[config.mk]
export PLATFORM = sky130hd
export DESIGN_NAME = cofi_ctrl
export DESIGN_NICKNAME = d
export VERILOG_FILES = /design/src/rtl/cofi_ctrl.sv
export SDC_FILE = /design/constraint.sdc
export NUM_CORES = 1
export LEC_CHECK = 0
export ABC_CLOCK_PERIOD_IN_PS = 3000
export CAP_MARGIN = 10
export CORE_MARGIN = 3
export CORE_UTILIZATION = 58
export DETAILED_ROUTE_END_ITERATION = 8
export GPL_TIMING_DRIVEN = 0
export PLACE_DENSITY = 0.88
export SETUP_SLACK_MARGIN = 0.3
export SYNTH_ARGS = -nofsm -noshare
export SYNTH_HDL_FRONTEND = slang
export SYNTH_SLANG_ARGS = --single-unit
[constraint.sdc]
create_clock -name clk -period 3 [get_ports clk]
set_input_delay 0.75 -clock clk [delete_from_list [all_inputs] [get_ports clk]]
set_output_delay 0.75 -clock clk [all_outputs]
set_load 0.1 [all_outputs]
[src/rtl/cofi_ctrl.sv]
// Frame-synchronous enable controller for the composite-blend filter.
// Measures active line width per frame and switches the filter only at frame end.
module cofi_ctrl #(
    parameter int WIDTH_BITS     = 11,
    parameter int AUTO_MIN_WIDTH = 384,
    parameter int CONFIRM_FRAMES = 2
) (
    input  logic                  clk,
    input  logic                  reset,
    input  logic                  pix_ce,
    input  logic                  hblank,
    input  logic                  vblank,
    input  logic [1:0]            mode,
    output logic                  cofi_enable,
    output logic [WIDTH_BITS-1:0] active_width,
    output logic                  width_valid,
    output logic                  switch_pending
);

    localparam logic [0:0] ST_STEADY  = 1'b0;
    localparam logic [0:0] ST_CONFIRM = 1'b1;

    localparam logic [1:0] MODE_ON   = 2'b01;
    localparam logic [1:0] MODE_AUTO = 2'b10;

    localparam logic [WIDTH_BITS-1:0] PX_MAX = '1;
    localparam logic [WIDTH_BITS-1:0] MIN_W  = WIDTH_BITS'(AUTO_MIN_WIDTH);
    localparam logic [3:0]            CONF_N = 4'(CONFIRM_FRAMES);

    logic                  hb_q;
    logic                  vb_q;
    logic [WIDTH_BITS-1:0] px_cnt;
    logic [WIDTH_BITS-1:0] line_w;
    logic                  same_w;
    logic                  line_seen;
    logic [0:0]            state;
    logic [3:0]            conf_cnt;

    logic                  h_rise;
    logic                  v_rise;
    logic                  line_end;
    logic                  line_ok;
    logic                  first_line;
    logic                  eff_seen;
    logic [WIDTH_BITS-1:0] eff_w;
    logic                  eff_same;
    logic                  frame_valid;
    logic                  auto_mode;
    logic                  frame_target;
    logic                  now_target;
    logic [3:0]            conf_next;

    function automatic logic target_of(
        input logic [1:0]            m,
        input logic                  valid,
        input logic [WIDTH_BITS-1:0] w,
        input logic                  en
    );
        logic t;
        unique case (m)
            MODE_ON:   t = 1'b1;
            MODE_AUTO: t = valid ? (w >= MIN_W) : en;
            default:   t = 1'b0;
        endcase
        return t;
    endfunction

    // A line ends only while the previous sample was still in active video, so a
    // line ending on the same pix_ce as the vblank rise still counts for the frame.
    assign h_rise     = pix_ce && hblank && !hb_q;
    assign v_rise     = pix_ce && vblank && !vb_q;
    assign line_end   = h_rise && !vb_q;
    assign line_ok    = line_end && (px_cnt != '0);
    assign first_line = line_ok && !line_seen;

    assign eff_seen    = line_seen || line_ok;
    assign eff_w       = first_line ? px_cnt : line_w;
    assign eff_same    = same_w && !(line_ok && line_seen && (px_cnt != line_w));
    assign frame_valid = eff_seen && eff_same;

    assign auto_mode    = (mode == MODE_AUTO);
    assign frame_target = target_of(mode, frame_valid, eff_w, cofi_enable);
    assign now_target   = target_of(mode, width_valid, active_width, cofi_enable);
    assign conf_next    = (state == ST_CONFIRM) ? conf_cnt + 4'd1 : 4'd1;

    always_ff @(posedge clk or posedge reset) begin
        if (reset) begin
            hb_q      <= 1'b1;
            vb_q      <= 1'b1;
            px_cnt    <= '0;
            line_w    <= '0;
            same_w    <= 1'b1;
            line_seen <= 1'b0;
        end else if (pix_ce) begin
            hb_q <= hblank;
            vb_q <= vblank;
            if (v_rise) begin
                px_cnt    <= '0;
                same_w    <= 1'b1;
                line_seen <= 1'b0;
            end else if (line_end) begin
                px_cnt <= '0;
                if (first_line) begin
                    line_w    <= px_cnt;
                    line_seen <= 1'b1;
                end else if (line_ok && (px_cnt != line_w)) begin
                    same_w <= 1'b0;
                end
            end else if (!hblank && !vblank && (px_cnt != PX_MAX)) begin
                px_cnt <= px_cnt + 1'b1;
            end
        end
    end

    always_ff @(posedge clk or posedge reset) begin
        if (reset) begin
            cofi_enable    <= 1'b0;
            active_width   <= '0;
            width_valid    <= 1'b0;
            switch_pending <= 1'b0;
            state          <= ST_STEADY;
            conf_cnt       <= '0;
        end else begin
            switch_pending <= (now_target != cofi_enable);
            if (v_rise) begin
                if (eff_seen) begin
                    active_width <= eff_w;
                end
                width_valid <= frame_valid;
                if (frame_target == cofi_enable) begin
                    state    <= ST_STEADY;
                    conf_cnt <= '0;
                end else if (!auto_mode || (conf_next >= CONF_N)) begin
                    cofi_enable <= frame_target;
                    state       <= ST_STEADY;
                    conf_cnt    <= '0;
                end else begin
                    state    <= ST_CONFIRM;
                    conf_cnt <= conf_next;
                end
            end
        end
    end

endmodule

# [Yosys cells after proc, flatten, opt, wreduce, memory -nomap -nowiden]
# Index checks and enable logic that the tools add are counted.
[op_classes] magnitude_cmp=3 n_mux=20 eq_ne=7 n_reduce_logical=34 n_addsub=2 bitwise=2
[op_table] operator="11-bit 2-to-1 mux" n=4
[op_table] operator="11-bit by 9-bit greater-or-equal comparator with 1-bit output (second input constant)" n=2
[op_table] operator="1-bit logical AND" n=14
[op_table] operator="4-bit 2-to-1 mux" n=3
[op_table] operator="11-bit by 1-bit adder with 11-bit output (second input constant)" n=1
[op_table] operator="1-bit 2-to-1 mux" n=11
[op_table] operator="11-bit != test" n=1
[op_table] operator="11-bit != test (second input constant)" n=1
[op_table] operator="11-bit nonzero test" n=1
[op_table] operator="3-bit AND reduction" n=3
[op_table] operator="1-bit zero test" n=7
[op_table] operator="2-bit nonzero test" n=3
[op_table] operator="4-bit by 1-bit adder with 4-bit output (second input constant)" n=1
[op_table] operator="4-bit by 2-bit greater-or-equal comparator with 1-bit output (second input constant)" n=1
[op_table] operator="1-bit one-hot mux with 2 select lines" n=2
[op_table] operator="2-bit AND reduction" n=2
[op_table] operator="4-bit AND reduction" n=1
[op_table] operator="3-bit nonzero test" n=1
[op_table] operator="2-bit by 1-bit equality test with 1-bit output (second input constant)" n=1
[op_table] operator="2-bit equality test (second input constant)" n=1
[op_table] operator="1-bit logical OR" n=2
[op_table] operator="2-bit != test (second input constant)" n=1
[op_table] operator="1-bit inverter" n=2
[op_table] operator="1-bit equality test" n=1
[op_table] operator="1-bit != test" n=1
[word_totals] inputBits=7 ff_bits=45 wordCells=80 output_inout_bits=14

# [Depth between registers and ports, before layout]
[logic_depth] ltp_word=14 depth_mapped=10

# [Least setup slack after synthesis]
# Ideal clock, no wire load.
[synth_timing] path_type="input -> register" start="input pix_ce" end="register cofi_enable" required_ns=2.931 n_path_buf=1 cell_stages=6 path_slack_ns=0.801 setup_time_ns=0.069 t_arrival_ns=2.130 cell_sequence="buf_2 and4bb_4 mux2_1 o211a_1 a2111o_1 nand3_1"
[synth_between] elab_chain_cells=14 elab_cells_between_ends=20 classes_between="order compare: 1; eq/ne: 1; mux: 3; bitwise: 1; reduce/logical: 14"
[synth_lines] item="from (decl)" line="10" source="input logic pix_ce,"
[synth_lines] item="parallel branches: the longest is 14 deep, another holds 11-bit by 9-bit greater-or-equal comparator with 1-bit output"
[synth_lines] item="to (signal assigned)" line="134" source="cofi_enable <= frame_target;"
[synth_lines] item="to (decl)" line="14" source="output logic cofi_enable,"
# Parallel ways; which one is timed is not known.
# A chain may end at the register's enable or synchronous reset.

# [Worst setup path after layout]
[layout_timing] start="input hblank" end="register line_w[10]"
[layout_between] elab_chain_cells=6 elab_cells_between_ends=7 classes_between="mux: 1; reduce/logical: 6"
[layout_lines] item="from (decl)" line="11" source="input logic hblank,"
[layout_lines] item="1-bit logical AND (*) (2 in series)" line="70" source="assign h_rise = pix_ce && hblank && !hb_q;"
[layout_lines] item="1-bit logical AND (*)" line="72" source="assign line_end = h_rise && !vb_q;"
[layout_lines] item="1-bit logical AND" line="73" source="assign line_ok = line_end && (px_cnt != '0);"
[layout_lines] item="1-bit logical AND" line="74" source="assign first_line = line_ok && !line_seen;"
[layout_lines] item="11-bit 2-to-1 mux"
[layout_lines] item="to (signal assigned)" line="104" source="line_w <= px_cnt;"
[layout_lines] item="to (decl)" line="33" source="logic [WIDTH_BITS-1:0] line_w;"
# Every way passes the cells marked *; elsewhere a longest branch is shown, timed or not.

==> results_dict.tcl <==
set metrics [dict create \
    status "complete, no violations" \
    critPathKind "in2reg" \
    drt-vias-per-instance 5.95 \
    std_cell_rows 23 \
    drt_iter0_drc 163 \
    clock_skew_ns 0.00872 \
    hpwl_um 3570 \
    ios 21 \
    synth_nets 262 \
    post_cts_buffers 0 \
    grt_use_met3 0.0443 \
    synth_cells 250 \
    cts.root.buffer_cell "clkbuf_8" \
    htreeDepth 2 \
    die_area_mm2 0.00524 \
    ir_worst_vdd_v 0.000368 \
    grt_setup_unrepaired "false" \
    r2r_start "px_cnt[0]" \
    finalSetupViolations 0 \
    crit_chain "clkdlybuf4s50_1 -> nand4bb_1 -> a31oi_2 -> nor2b_4 -> and3_4 -> buf_6 -> mux2_4" \
    critPathSlowestCell "clkdlybuf4s50_1" \
    async_flop_share 1.00 \
    final_common_cell "dfrtp_1" \
    yosys_warnings 0 \
    grt.overflow.total 0 \
    slew_viol_final 0 \
    synth_top_area_cell "dfrtp_1" \
    cts_tree "yes" \
    cp_top_family "buffers and inverters" \
    min_to "conf_cnt[3]" \
    powerDensity_mw_per_mm2 766 \
    finalCritPeriodShare 0.867 \
    multi_input_area_mm2 0.00131 \
    dr.pass1.iters 4 \
    clock_latency_ns 0.29 \
    vias 1958 \
    wl_um 5120 \
    grt_pass1_wl_um 8890 \
    finalNonFillerCells 329 \
    fin_tns_setup_ns 0 \
    cpPeakStageDelay_ns 0.54 \
    worst-r2r-cell-count 9 \
    min_path_type "reg2reg" \
    leakage_nw 1.27 \
    synth.area.top_cells "dfrtp_1 41%, mux2_4 5.9%, mux2i_1 5.9%" \
    dp.cells 321 \
    cp.buffers_inverters 2 \
    die_h_um 72.4 \
    place_congestion 0.853 \
    synth_area_mm2 0.00256 \
    grt_busiest_layer "met2" \
    diodes 0 \
    grt_pass1_vias 1902 \
    final_area_mm2 0.00294 \
    numCtsBuffers 5 \
    register_area_mm2 0.00113 \
    slew_headroom 0.347 \
    portBuffers 20 \
    area_growth_pct 14.9 \
    clockBufferDepth 2 \
    finalNetCount 290 \
    worstHoldStart "conf_cnt[3]" \
    grt_util_met2 0.344 \
    core_mm2 0.00412 \
    die_x_um 72.4 \
    layout-drive-gt1-share 0.158 \
    crit_required_ns 3.18 \
    period_minus_slack_ns 2.60 \
    synth_cell_types 51 \
    final_antenna_net_count 0 \
    r2r_slack_ns 0.57 \
    final_cell_mix "42 x dfrtp_1, 29 x nor2_1, 20 x clkdlybuf4s50_1, 19 x a21oi_1, 15 x mux2i_1" \
    grt_max_degree 31 \
    seq_area_frac_synth 0.442 \
    synth_flop_cell "dfrtp_1" \
    synth_area_per_cell_um2 10.2 \
    clkSinkCount 45 \
    end_kind "flop" \
    ys_ff_latch 45 \
    grt_use_total 0.215 \
    final_hold_viol_count 0 \
    arrival_ns 2.78 \
    place_area_mm2 0.00284 \
    synth_top_area_share 0.411 \
    r2r-end "line_w[10]" \
    initial_utilization 0.622 \
    cap_violations 0 \
    critical_path.startpoint_type "input pin" \
    drc 0 \
    crit_fanout 10 \
    antenna_found_initial 0 \
    tightest_slew_ns 0.976 \
    nFillCells 288 \
    synth-edff-count 0 \
    cts.clk_slew.worst_paths_ns 0.08 \
    grt_use_met1 0.292 \
    clock.fmax_ghz 0.384 \
    wl_per_cell_um 15.6 \
    worstHoldPathCells 1 \
]
[report_power, final]
group          switching (W)  internal (W)
combinational       0.000817      0.000266
sequential         0.0000718      0.000714
clock               0.000195      0.000188
[cell usage after synthesis, drive strengths merged (4+ instances only)]
master	instances
a31oi	5
mux2i	15
nand3	10
nor3	4
nand2	13
buf	11
mux2	14
clkbuf	5
nand4	5
xnor2	12
nor2	30
dfrtp	42
a21oi	19
ha	5
o21ai	9
inv	9
[worst max-delay path by stage]
stage                start          end  slack [ns]  cells after the start
floorplan           pix_ce  cofi_enable        0.80                      6
global placement    pix_ce  cofi_enable        0.17                      7
detailed placement  hblank   line_w[10]        0.14                      7
CTS                 hblank   line_w[10]        0.39                      7
global route        pix_ce    px_cnt[0]        0.31                      7
finish              hblank   line_w[10]        0.40                      7
[cells by family after synthesis]
kind of cell             Yosys count  share of synthesized area
adder cells (fa/ha/maj)            5                     0.0244
XOR/XNOR                          14                     0.0479
flip-flops                        45                      0.442
AND/OR/NAND/NOR                   79                      0.163
buffers and inverters             25                     0.0474
multiplexers                      29                      0.135
AO/OA/AOI/OAI                     53                      0.140
[through the flow]
| step | total power, W | hold WS [ns] | setup slack, ns | utilization |
|---|---|---|---|---|
| global placement | 0.00186 | 0.497 | 0.168 | 0.686 |
| CTS | 0.00226 | 0.518 | 0.389 | 0.712 |
| floorplan | 0.00163 | 0.470 | 0.801 | - |
| global route | 0.00235 | 0.547 | 0.313 | 0.714 |
| detailed placement | 0.00188 | 0.494 | 0.137 | 0.690 |
| finish | 0.00225 | 0.508 | 0.398 | 0.714 |
[state kept, by name, indices dropped and copies added, names as in the netlist, 4 cells and up]
name,flops
conf_cnt,4
active_width,11
line_w,11
px_cnt,11
[what timing repair did]
action / 4_1_cts / 5_1_grt
resized for setup: 0 / 3
endpoints found under the setup margin: 0 / 19
hold buffers: 0 / 0
[cell type report]
cell class,count,share of cell area
multi-input cells,180,0.447
plain buffers,16,0.0302
flip-flops and latches,45,0.384
repair buffers,21,0.0749
well taps,50,0.0213
inverters,9,0.0115
clock buffers,8,0.0307
[per-layer routing]
layer / wire length, µm / vias up / part of all wire
met5: 0 / - / 0
met1: 2370 / 960 / 0.46
met3: 232 / 8 / 0.045
met4: 80 / 0 / 0.016
li1: - / 943 / -
met2: 2440 / 47 / 0.48
No activity file was read; power rests on OpenSTA's default activity.
